**config.mk**
```make
export PLATFORM = sky130hd
export DESIGN_NAME = div_req_arbiter
export DESIGN_NICKNAME = d
export VERILOG_FILES = /design/src/rtl/div_req_arbiter.sv
export SDC_FILE = /design/constraint.sdc
export NUM_CORES = 1
export LEC_CHECK = 0
export BUFFER_PORTS_ARGS = -buffer_cell sky130_fd_sc_hd__buf_2
export CAP_MARGIN = 10
export CORE_AREA = 2 2 85 62
export CTS_BUF_LIST = sky130_fd_sc_hd__clkbuf_16
export CTS_CLUSTER_SIZE = 16
export DETAILED_ROUTE_END_ITERATION = 12
export DIE_AREA = 0 0 87 64
export HOLD_SLACK_MARGIN = 0.05
export PLACE_DENSITY = 0.49
export SYNTH_ARGS = -nofsm -noshare
export SYNTH_HDL_FRONTEND = slang
export SYNTH_SLANG_ARGS = --single-unit
```
**constraint.sdc**
```tcl
create_clock -name clk -period 1.24 [get_ports clk]
set_clock_uncertainty 0.15 [all_clocks]
set_input_delay 0.248 -clock clk [delete_from_list [all_inputs] [get_ports clk]]
set_output_delay 0.248 -clock clk [all_outputs]
set_load 0.02 [all_outputs]
```
**src/rtl/div_req_arbiter.sv**
```systemverilog
// div_req_arbiter: round-robin front end sharing one pipelined divider
// between NREQ requesters. A tag pipeline of LAT stages tracks the owner
// of each in-flight divide and steers the result back as a one-cycle
// registered response.
// Optional feature: define DIV_ARB_ZERO_CHECK_EN to short-circuit divide
// by zero without using the divider (quotient all ones, rsp_err=1).
module div_req_arbiter #(
    parameter int N    = 5,
    parameter int M    = 3,
    parameter int NREQ = 2,
    parameter int LAT  = 2
) (
    input  logic              clk,
    input  logic              rst,
    input  logic              hold,
    input  logic [NREQ-1:0]   req_valid,
    input  logic [NREQ*N-1:0] req_dividend,
    input  logic [NREQ*M-1:0] req_divisor,
    output logic [NREQ-1:0]   req_ready,
    output logic              div_data_rdy,
    output logic [N-1:0]      div_dividend,
    output logic [M-1:0]      div_divisor,
    input  logic              div_res_rdy,
    input  logic [N-1:0]      div_merchant,
    input  logic [M-1:0]      div_remainder,
    output logic [NREQ-1:0]   rsp_valid,
    output logic [N-1:0]      rsp_quot,
    output logic [M-1:0]      rsp_rem,
    output logic              rsp_err,
    output logic              busy,
    output logic              sync_err
);

    localparam int IW = (NREQ > 1) ? $clog2(NREQ) : 1;

    typedef struct packed {
        logic          vld;
        logic [IW-1:0] own;
`ifdef DIV_ARB_ZERO_CHECK_EN
        logic          zdiv;
`endif
    } tag_t;

    logic [IW-1:0] last_q, last_d;
    logic [IW-1:0] cand;
    logic [IW-1:0] grant_idx;
    logic          grant_any;
    logic [N-1:0]  grant_dividend;
    logic [M-1:0]  grant_divisor;

    logic          div_data_rdy_q, div_data_rdy_d;
    logic [N-1:0]  div_dividend_q, div_dividend_d;
    logic [M-1:0]  div_divisor_q, div_divisor_d;
    tag_t          itag_q, itag_d;
    tag_t          tag_q [LAT];
    tag_t          tag_d [LAT];
    tag_t          head;
    logic          head_zdiv;

    logic [NREQ-1:0] rsp_valid_q, rsp_valid_d;
    logic [N-1:0]    rsp_quot_q, rsp_quot_d;
    logic [M-1:0]    rsp_rem_q, rsp_rem_d;
    logic            rsp_err_q, rsp_err_d;
    logic            sync_err_q, sync_err_d;

    // Round-robin search starting one past the last winner
    always_comb begin
        req_ready = '0;
        grant_any = 1'b0;
        grant_idx = '0;
        cand      = '0;
        if (!rst && !hold) begin
            for (int unsigned k = 1; k <= unsigned'(NREQ); k++) begin
                cand = IW'((int'(last_q) + int'(k)) % NREQ);
                if (!grant_any && req_valid[cand]) begin
                    grant_any = 1'b1;
                    grant_idx = cand;
                end
            end
            if (grant_any) begin
                req_ready[grant_idx] = 1'b1;
            end
        end
    end

    assign grant_dividend = req_dividend[grant_idx*N +: N];
    assign grant_divisor  = req_divisor[grant_idx*M +: M];

    // Pointer, issue register and tag pipeline next-state
    always_comb begin
        last_d         = grant_any ? grant_idx : last_q;
        div_data_rdy_d = 1'b0;
        div_dividend_d = div_dividend_q;
        div_divisor_d  = div_divisor_q;
        itag_d         = '0;
        if (grant_any) begin
            div_dividend_d = grant_dividend;
            div_divisor_d  = grant_divisor;
            itag_d.vld     = 1'b1;
            itag_d.own     = grant_idx;
`ifdef DIV_ARB_ZERO_CHECK_EN
            if (grant_divisor == '0) begin
                itag_d.zdiv = 1'b1;
            end else begin
                div_data_rdy_d = 1'b1;
            end
`else
            div_data_rdy_d = 1'b1;
`endif
        end
        tag_d[0] = itag_q;
        for (int unsigned k = 1; k < unsigned'(LAT); k++) begin
            tag_d[k] = tag_q[k-1];
        end
    end

    assign head = tag_q[LAT-1];
`ifdef DIV_ARB_ZERO_CHECK_EN
    assign head_zdiv = head.zdiv;
`else
    assign head_zdiv = 1'b0;
`endif

    // Response steering from the head tag; payload holds when idle
    always_comb begin
        rsp_valid_d = '0;
        rsp_quot_d  = rsp_quot_q;
        rsp_rem_d   = rsp_rem_q;
        rsp_err_d   = rsp_err_q;
        sync_err_d  = sync_err_q;
        if (head.vld) begin
            rsp_valid_d[head.own] = 1'b1;
            if (head_zdiv) begin
                rsp_quot_d = '1;
                rsp_rem_d  = '0;
                rsp_err_d  = 1'b1;
            end else begin
                rsp_quot_d = div_merchant;
                rsp_rem_d  = div_remainder;
                rsp_err_d  = !div_res_rdy;
                if (!div_res_rdy) begin
                    sync_err_d = 1'b1;
                end
            end
        end
    end

    // Activity: anything issued, in flight or being answered
    always_comb begin
        busy = div_data_rdy_q | itag_q.vld | (|rsp_valid_q);
        for (int unsigned k = 0; k < unsigned'(LAT); k++) begin
            busy = busy | tag_q[k].vld;
        end
    end

    // State registers with synchronous reset
    always_ff @(posedge clk) begin
        if (rst) begin
            last_q         <= IW'(NREQ - 1);
            div_data_rdy_q <= 1'b0;
            div_dividend_q <= '0;
            div_divisor_q  <= '0;
            itag_q         <= '0;
            for (int unsigned k = 0; k < unsigned'(LAT); k++) begin
                tag_q[k] <= '0;
            end
            rsp_valid_q    <= '0;
            rsp_quot_q     <= '0;
            rsp_rem_q      <= '0;
            rsp_err_q      <= 1'b0;
            sync_err_q     <= 1'b0;
        end else begin
            last_q         <= last_d;
            div_data_rdy_q <= div_data_rdy_d;
            div_dividend_q <= div_dividend_d;
            div_divisor_q  <= div_divisor_d;
            itag_q         <= itag_d;
            for (int unsigned k = 0; k < unsigned'(LAT); k++) begin
                tag_q[k] <= tag_d[k];
            end
            rsp_valid_q    <= rsp_valid_d;
            rsp_quot_q     <= rsp_quot_d;
            rsp_rem_q      <= rsp_rem_d;
            rsp_err_q      <= rsp_err_d;
            sync_err_q     <= sync_err_d;
        end
    end

    assign div_data_rdy = div_data_rdy_q;
    assign div_dividend = div_dividend_q;
    assign div_divisor  = div_divisor_q;
    assign rsp_valid    = rsp_valid_q;
    assign rsp_quot     = rsp_quot_q;
    assign rsp_rem      = rsp_rem_q;
    assign rsp_err      = rsp_err_q;
    assign sync_err     = sync_err_q;

endmodule

```
* Yosys cells after proc, flatten, opt, wreduce, memory -nomap -nowiden
Memories as Yosys holds them, arrays and structs flattened.
Index checks and enable logic that the tools add are counted.
** Operators by class
- Shift operators :: 2
- Bitwise logic cells :: 9
- Mux-type cells :: 26
- Order comparisons :: 6
- Multiply operators :: 2
- Add/sub/neg operators :: 2
- Reduce and logical (&&, ||, !) cells :: 12
** Operator list (count)
- $mux 1 :: 19
- $mux 2 :: 5
- $shiftx 10x5->5 :: 1
- $lt 1x2->1 const B :: 4
- $or 1x1->1 :: 6
- $reduce_or 2->1 :: 3
- $shiftx 6x4->3 :: 1
- $logic_and 1x1->1 :: 4
- $logic_not 1->1 :: 4
- $mul 1x3->4 const B :: 1
- $mul 1x2->3 const B :: 1
- $not 1->1 :: 3
- $add 1x1->1 const B :: 2
- $demux 1 s1 :: 2
- $ge 1x1->1 const B :: 2
- $reduce_and 2->1 :: 1
** Word-level totals
- Memory bits (writable) :: 4
- Bits of input ports :: 30
- Flip-flop bits (word level) :: 24
- Memories kept :: 1
- Logic and storage cells :: 71
** Memory list
- tag_q :: depth 2, bits a word 2, read ports 2, clocked after memory_dff 0, write ports 2, line 55 : tag_t tag_q [LAT];

* Longest topological paths before layout
- Depth after elaboration :: 15
- Depth in mapped cells :: 4
- Gate-level depth less buffers :: 3

* Worst setup path after synthesis
OpenSTA, ideal clock, no wires.
- Kind :: register to output
- Start point :: register last_q
- End point :: output port req_ready[0]
- Buffers on the path :: 0
- Data arrival time :: 1.270 ns
- Stages on the path, launching flop included :: 3
- Setup slack :: -0.428 ns
- Path through :: dfxtp_1 > and2b_2 > nor4_1
** Between the ends
- Longest elaborated chain between the ends :: 15
- Elaborated cells between the ends (all ways) :: 22
- Classes of those cells :: add/sub (2); order compare (2); mux (15); reduce/logical (3)
** RTL lines
- start, declared :: line 44 : logic [IW-1:0] last_q, last_d;
- start signal, assigned :: line 159 : last_q <= IW'(NREQ - 1);
- start signal, assigned :: line 173 : last_q <= last_d;
- $add 1x1->1 :: line 74 : cand = IW'((int'(last_q) + int'(k)) % NREQ);
- $mux 1 (implied by the code) (2 in a row) :: line 75 : if (!grant_any && req_valid[cand]) begin
- $mux 1 :: line 75
- $mux 1 :: line 72 : if (!rst && !hold) begin
- $logic_not 1->1 :: line 75
- $logic_and 1x1->1 :: line 75
- $mux 1 :: line 75
- $mux 1 :: line 72
- $lt 1x2->1 (implied by the code) / $ge 1x1->1 (equally long branches) :: line 81 : req_ready[grant_idx] = 1'b1;
- $logic_and 1x1->1 (implied by the code) :: line 81
- $mux 1 (implied by the code) :: line 81
- $demux 1 s1 :: line 81
- $mux 2 (*) :: line 80 : if (grant_any) begin
- $mux 2 (*) :: line 72
- end, declared :: line 19 : output logic [NREQ-1:0] req_ready,
Mark *: on every way between the ends. The rest lies on a longest branch, timed or not. The select of a mux whose other input is x is not followed.

* Final worst setup path
Same ends and word-level chain as after synthesis.

==> results.sh <==
export IMPL_outcome="complete, but fails checks"
export IMPL_violations="setup timing"
export IMPL_synth_distinct_cells=24
export IMPL_regArea_sq_um=547
export IMPL_drt_iter0_drc=33
export IMPL_fin_ws_ns=-0.331
export IMPL_fp_row_count=21
export IMPL_fmaxAchievable_mhz=636
export IMPL_diodes=0
export IMPL_synth_xor_area_share_pct=0
export IMPL_drc=0
export IMPL_layout_commonest_cell="buf_2"
export IMPL_path_clk_slew_ns=0.07
export IMPL_maxCapViolCount=0
export IMPL_cts_num_sinks=27
export IMPL_worstPathRequired_ns=0.84
export IMPL_ir_worst_vdd_v=0.000473
export IMPL_period_minus_slack_ns=1.57
export IMPL_clockBufferDepth=2
export IMPL_vias=1000
export IMPL_io_pins=54
export IMPL_dr_pass1_iters=4
export IMPL_cts_root_buf="clkbuf_16"
export IMPL_syn_avg_cell_area_sq_um=10.1
export IMPL_grt_pass1_vias=1036
export IMPL_layout_common_cells="buf_2 (49), dfxtp_1 (24), nor2_1 (14)"
export IMPL_min_path_type="in -> reg"
export IMPL_htree_levels=1
export IMPL_vias_per_cell=4.35
export IMPL_crit_path_end_kind="primary output"
export IMPL_wl_per_cell_um=12.3
export IMPL_postRouteAntennaNets=0
export IMPL_synth_mux_area_share_pct=11.3
export IMPL_synthAdderAreaFrac_pct=0
export IMPL_overflow=0
export IMPL_grt_usage_pct=10.7
export IMPL_totalWireLength_um=2830
export IMPL_multi_input_area_sq_um=539
export IMPL_synth_simple_area_share_pct=20.8
export IMPL_drive_gt1_share_pct=53.8
export IMPL_worstPathCellList="and2b_2, nor4_4, buf_4"
export IMPL_cts_tree="built"
export IMPL_start_kind="register"
export IMPL_dieHeight_um=64
export IMPL_drv_slew=0
export IMPL_finalSetupViolCount=11
export IMPL_grt_pass1_wl_um=4640
export IMPL_antenna_found_initial=0
export IMPL_synth_compound_area_share_pct=13.4
export IMPL_final_net_count=204
export IMPL_nFillCells=481
export IMPL_crit_path_max_incr_delay_ns=0.37
export IMPL_grt_setup_unrepaired="yes"
export IMPL_syn_area_sq_um=1060
export IMPL_power_leakage_nw=0.764
export IMPL_die_w_um=87
export IMPL_syn_nets=135
export IMPL_synth_top_family_by_area="simple AND/OR/NAND/NOR gates"
export IMPL_place_detailed_hpwl_um=2150
export IMPL_worst_pin_slew_ns=0.314
export IMPL_syn_to_final_growth_pct=57.2
export IMPL_crit_fanout=4
export IMPL_synth_seq_cells=27
export IMPL_fin_tns_setup_ns=-1.67
export IMPL_pre_cts_ws_ns=-0.171
export IMPL_die_area_sq_um=5570
export IMPL_cp_slowest_cell="dfxtp_4"
export IMPL_cts_buffers=3
export IMPL_grt_max_degree=18
export IMPL_final_hold_violation_count=0
export IMPL_core_area_sq_um=4700
export IMPL_seq_area_frac_synth_pct=50.8
export IMPL_yosys_warnings=0
export IMPL_cp_arrival_ns=1.17
export IMPL_numPortBuffers=53
export IMPL_power_density_nw_per_um2=1190
export IMPL_holdWs_ns=0.0749
export IMPL_syn_inst=105
export IMPL_worstSkewPairLatency_ns=0.26
export IMPL_critPathKind="reg -> out"
export IMPL_initial_core_util_pct=22.6
export IMPL_period_share_pct=127
export IMPL_slew_headroom_pct=79.0
export IMPL_gp_congestion=0.792
-- registers in the layout (all words and copies together) (netlist names), 2 cells and up --
signal	count
div_dividend	5
rsp_quot	5
tag_q	4
div_divisor	3
rsp_rem	3
rsp_valid	2
-- repair_timing --
item                                   4_1_cts  5_1_grt
pin swaps                                    2        5
setup buffers                                3        1
endpoints found under the hold margin        1        0
gates resized for setup                     15       15
setup endpoints to repair                   11       14
hold buffers                                 1        0
-- logic make-up after synthesis --
kind of cell           after synthesis
AND/OR/NAND/NOR                     42
flip-flops                          27
AO/OA/AOI/OAI                       17
multiplexers                        12
buffers and inverters                7
-- where the power goes --
group	switching, mW	leakage [nW]	internal (mW)
registers	0.0191	0.221	0.901
logic	0.163	0.505	0.162
clock network	0.305	0.0371	0.438
-- cells in the mapped netlist --
| master | number | area, sq um |
|---|---|---|
| nand2b_1 | 3 | 18.8 |
| nor2_1 | 14 | 52.6 |
| dfxtp_1 | 27 | 541 |
| a21oi_1 | 1 | 5.00 |
| inv_1 | 2 | 7.51 |
| mux2i_1 | 12 | 120 |
| nor3_1 | 1 | 5.00 |
| and3b_1 | 1 | 8.76 |
| a211oi_1 | 1 | 7.51 |
| o21ai_0 | 6 | 30.0 |
| and2b_2 | 1 | 8.76 |
| buf_2 | 4 | 20.0 |
| nor4_1 | 1 | 6.26 |
| or2_0 | 6 | 37.5 |
| nor2b_1 | 4 | 25.0 |
| and2_2 | 2 | 15.0 |
| nand2_1 | 7 | 26.3 |
| a21boi_4 | 1 | 18.8 |
| a32o_1 | 6 | 60.1 |
| nor3_2 | 1 | 10.0 |
| o21ba_2 | 1 | 10.0 |
| a221o_2 | 1 | 11.3 |
| buf_6 | 1 | 11.3 |
| nor3b_1 | 1 | 7.51 |
-- worst paths after layout --
check                                            start                     endpoint  slack [ns]  cells after the start
worst min register to register  tag_q[0][2]$_SDFF_PP0_      rsp_valid[0]$_SDFF_PP0_        0.26                      1
worst max-delay path               last_q$_SDFFE_PP1P_                 req_ready[0]       -0.33                      3
worst min-delay path                  div_remainder[2]      rsp_rem[2]$_SDFFE_PP0P_        0.07                      3
worst max register to register     last_q$_SDFFE_PP1P_  div_divisor[2]$_SDFFE_PP0P_       -0.16                      5
-- routing by layer --
| layer | GRT usage [%] | vias up | routed length [um] |
|---|---|---|---|
| met1 | 13.0 | 485 | 1220 |
| met2 | 18.1 | 10 | 1520 |
| li1 | - | 501 | - |
| met4 | 5.66 | 0 | 44 |
| met3 | 1.42 | 4 | 47 |
| met5 | 0 | - | 0 |
-- through the flow --
step                      util [%]  power [mW]  area [sq um]  std cells
after floorplan                  -        1.09          1090        105
after global placement        31.5        1.22          1480        222
after detailed placement      31.5        1.22          1480        222
after CTS                     34.6        2.01          1630        229
after global routing          35.5        2.09          1670        230
final                         35.5        1.99          1670        230
-- critical path: cells and delay by family (launching register included) --
kind | cells | cell delay (ns)
buffers and inverters | 1 | 0.18
and+or+nand+nor | 2 | 0.37
DFF | 1 | 0.37
-- cell type report --
cell class	count	area share, %
sequential	27	32.7
multi-input combinational	71	32.3
inverter	2	0.449
clock inverter	1	0.449
timing repair buffer	69	25.4
clock buffer	3	4.49
tap	57	4.27
Power figures use the tool's default switching activity.
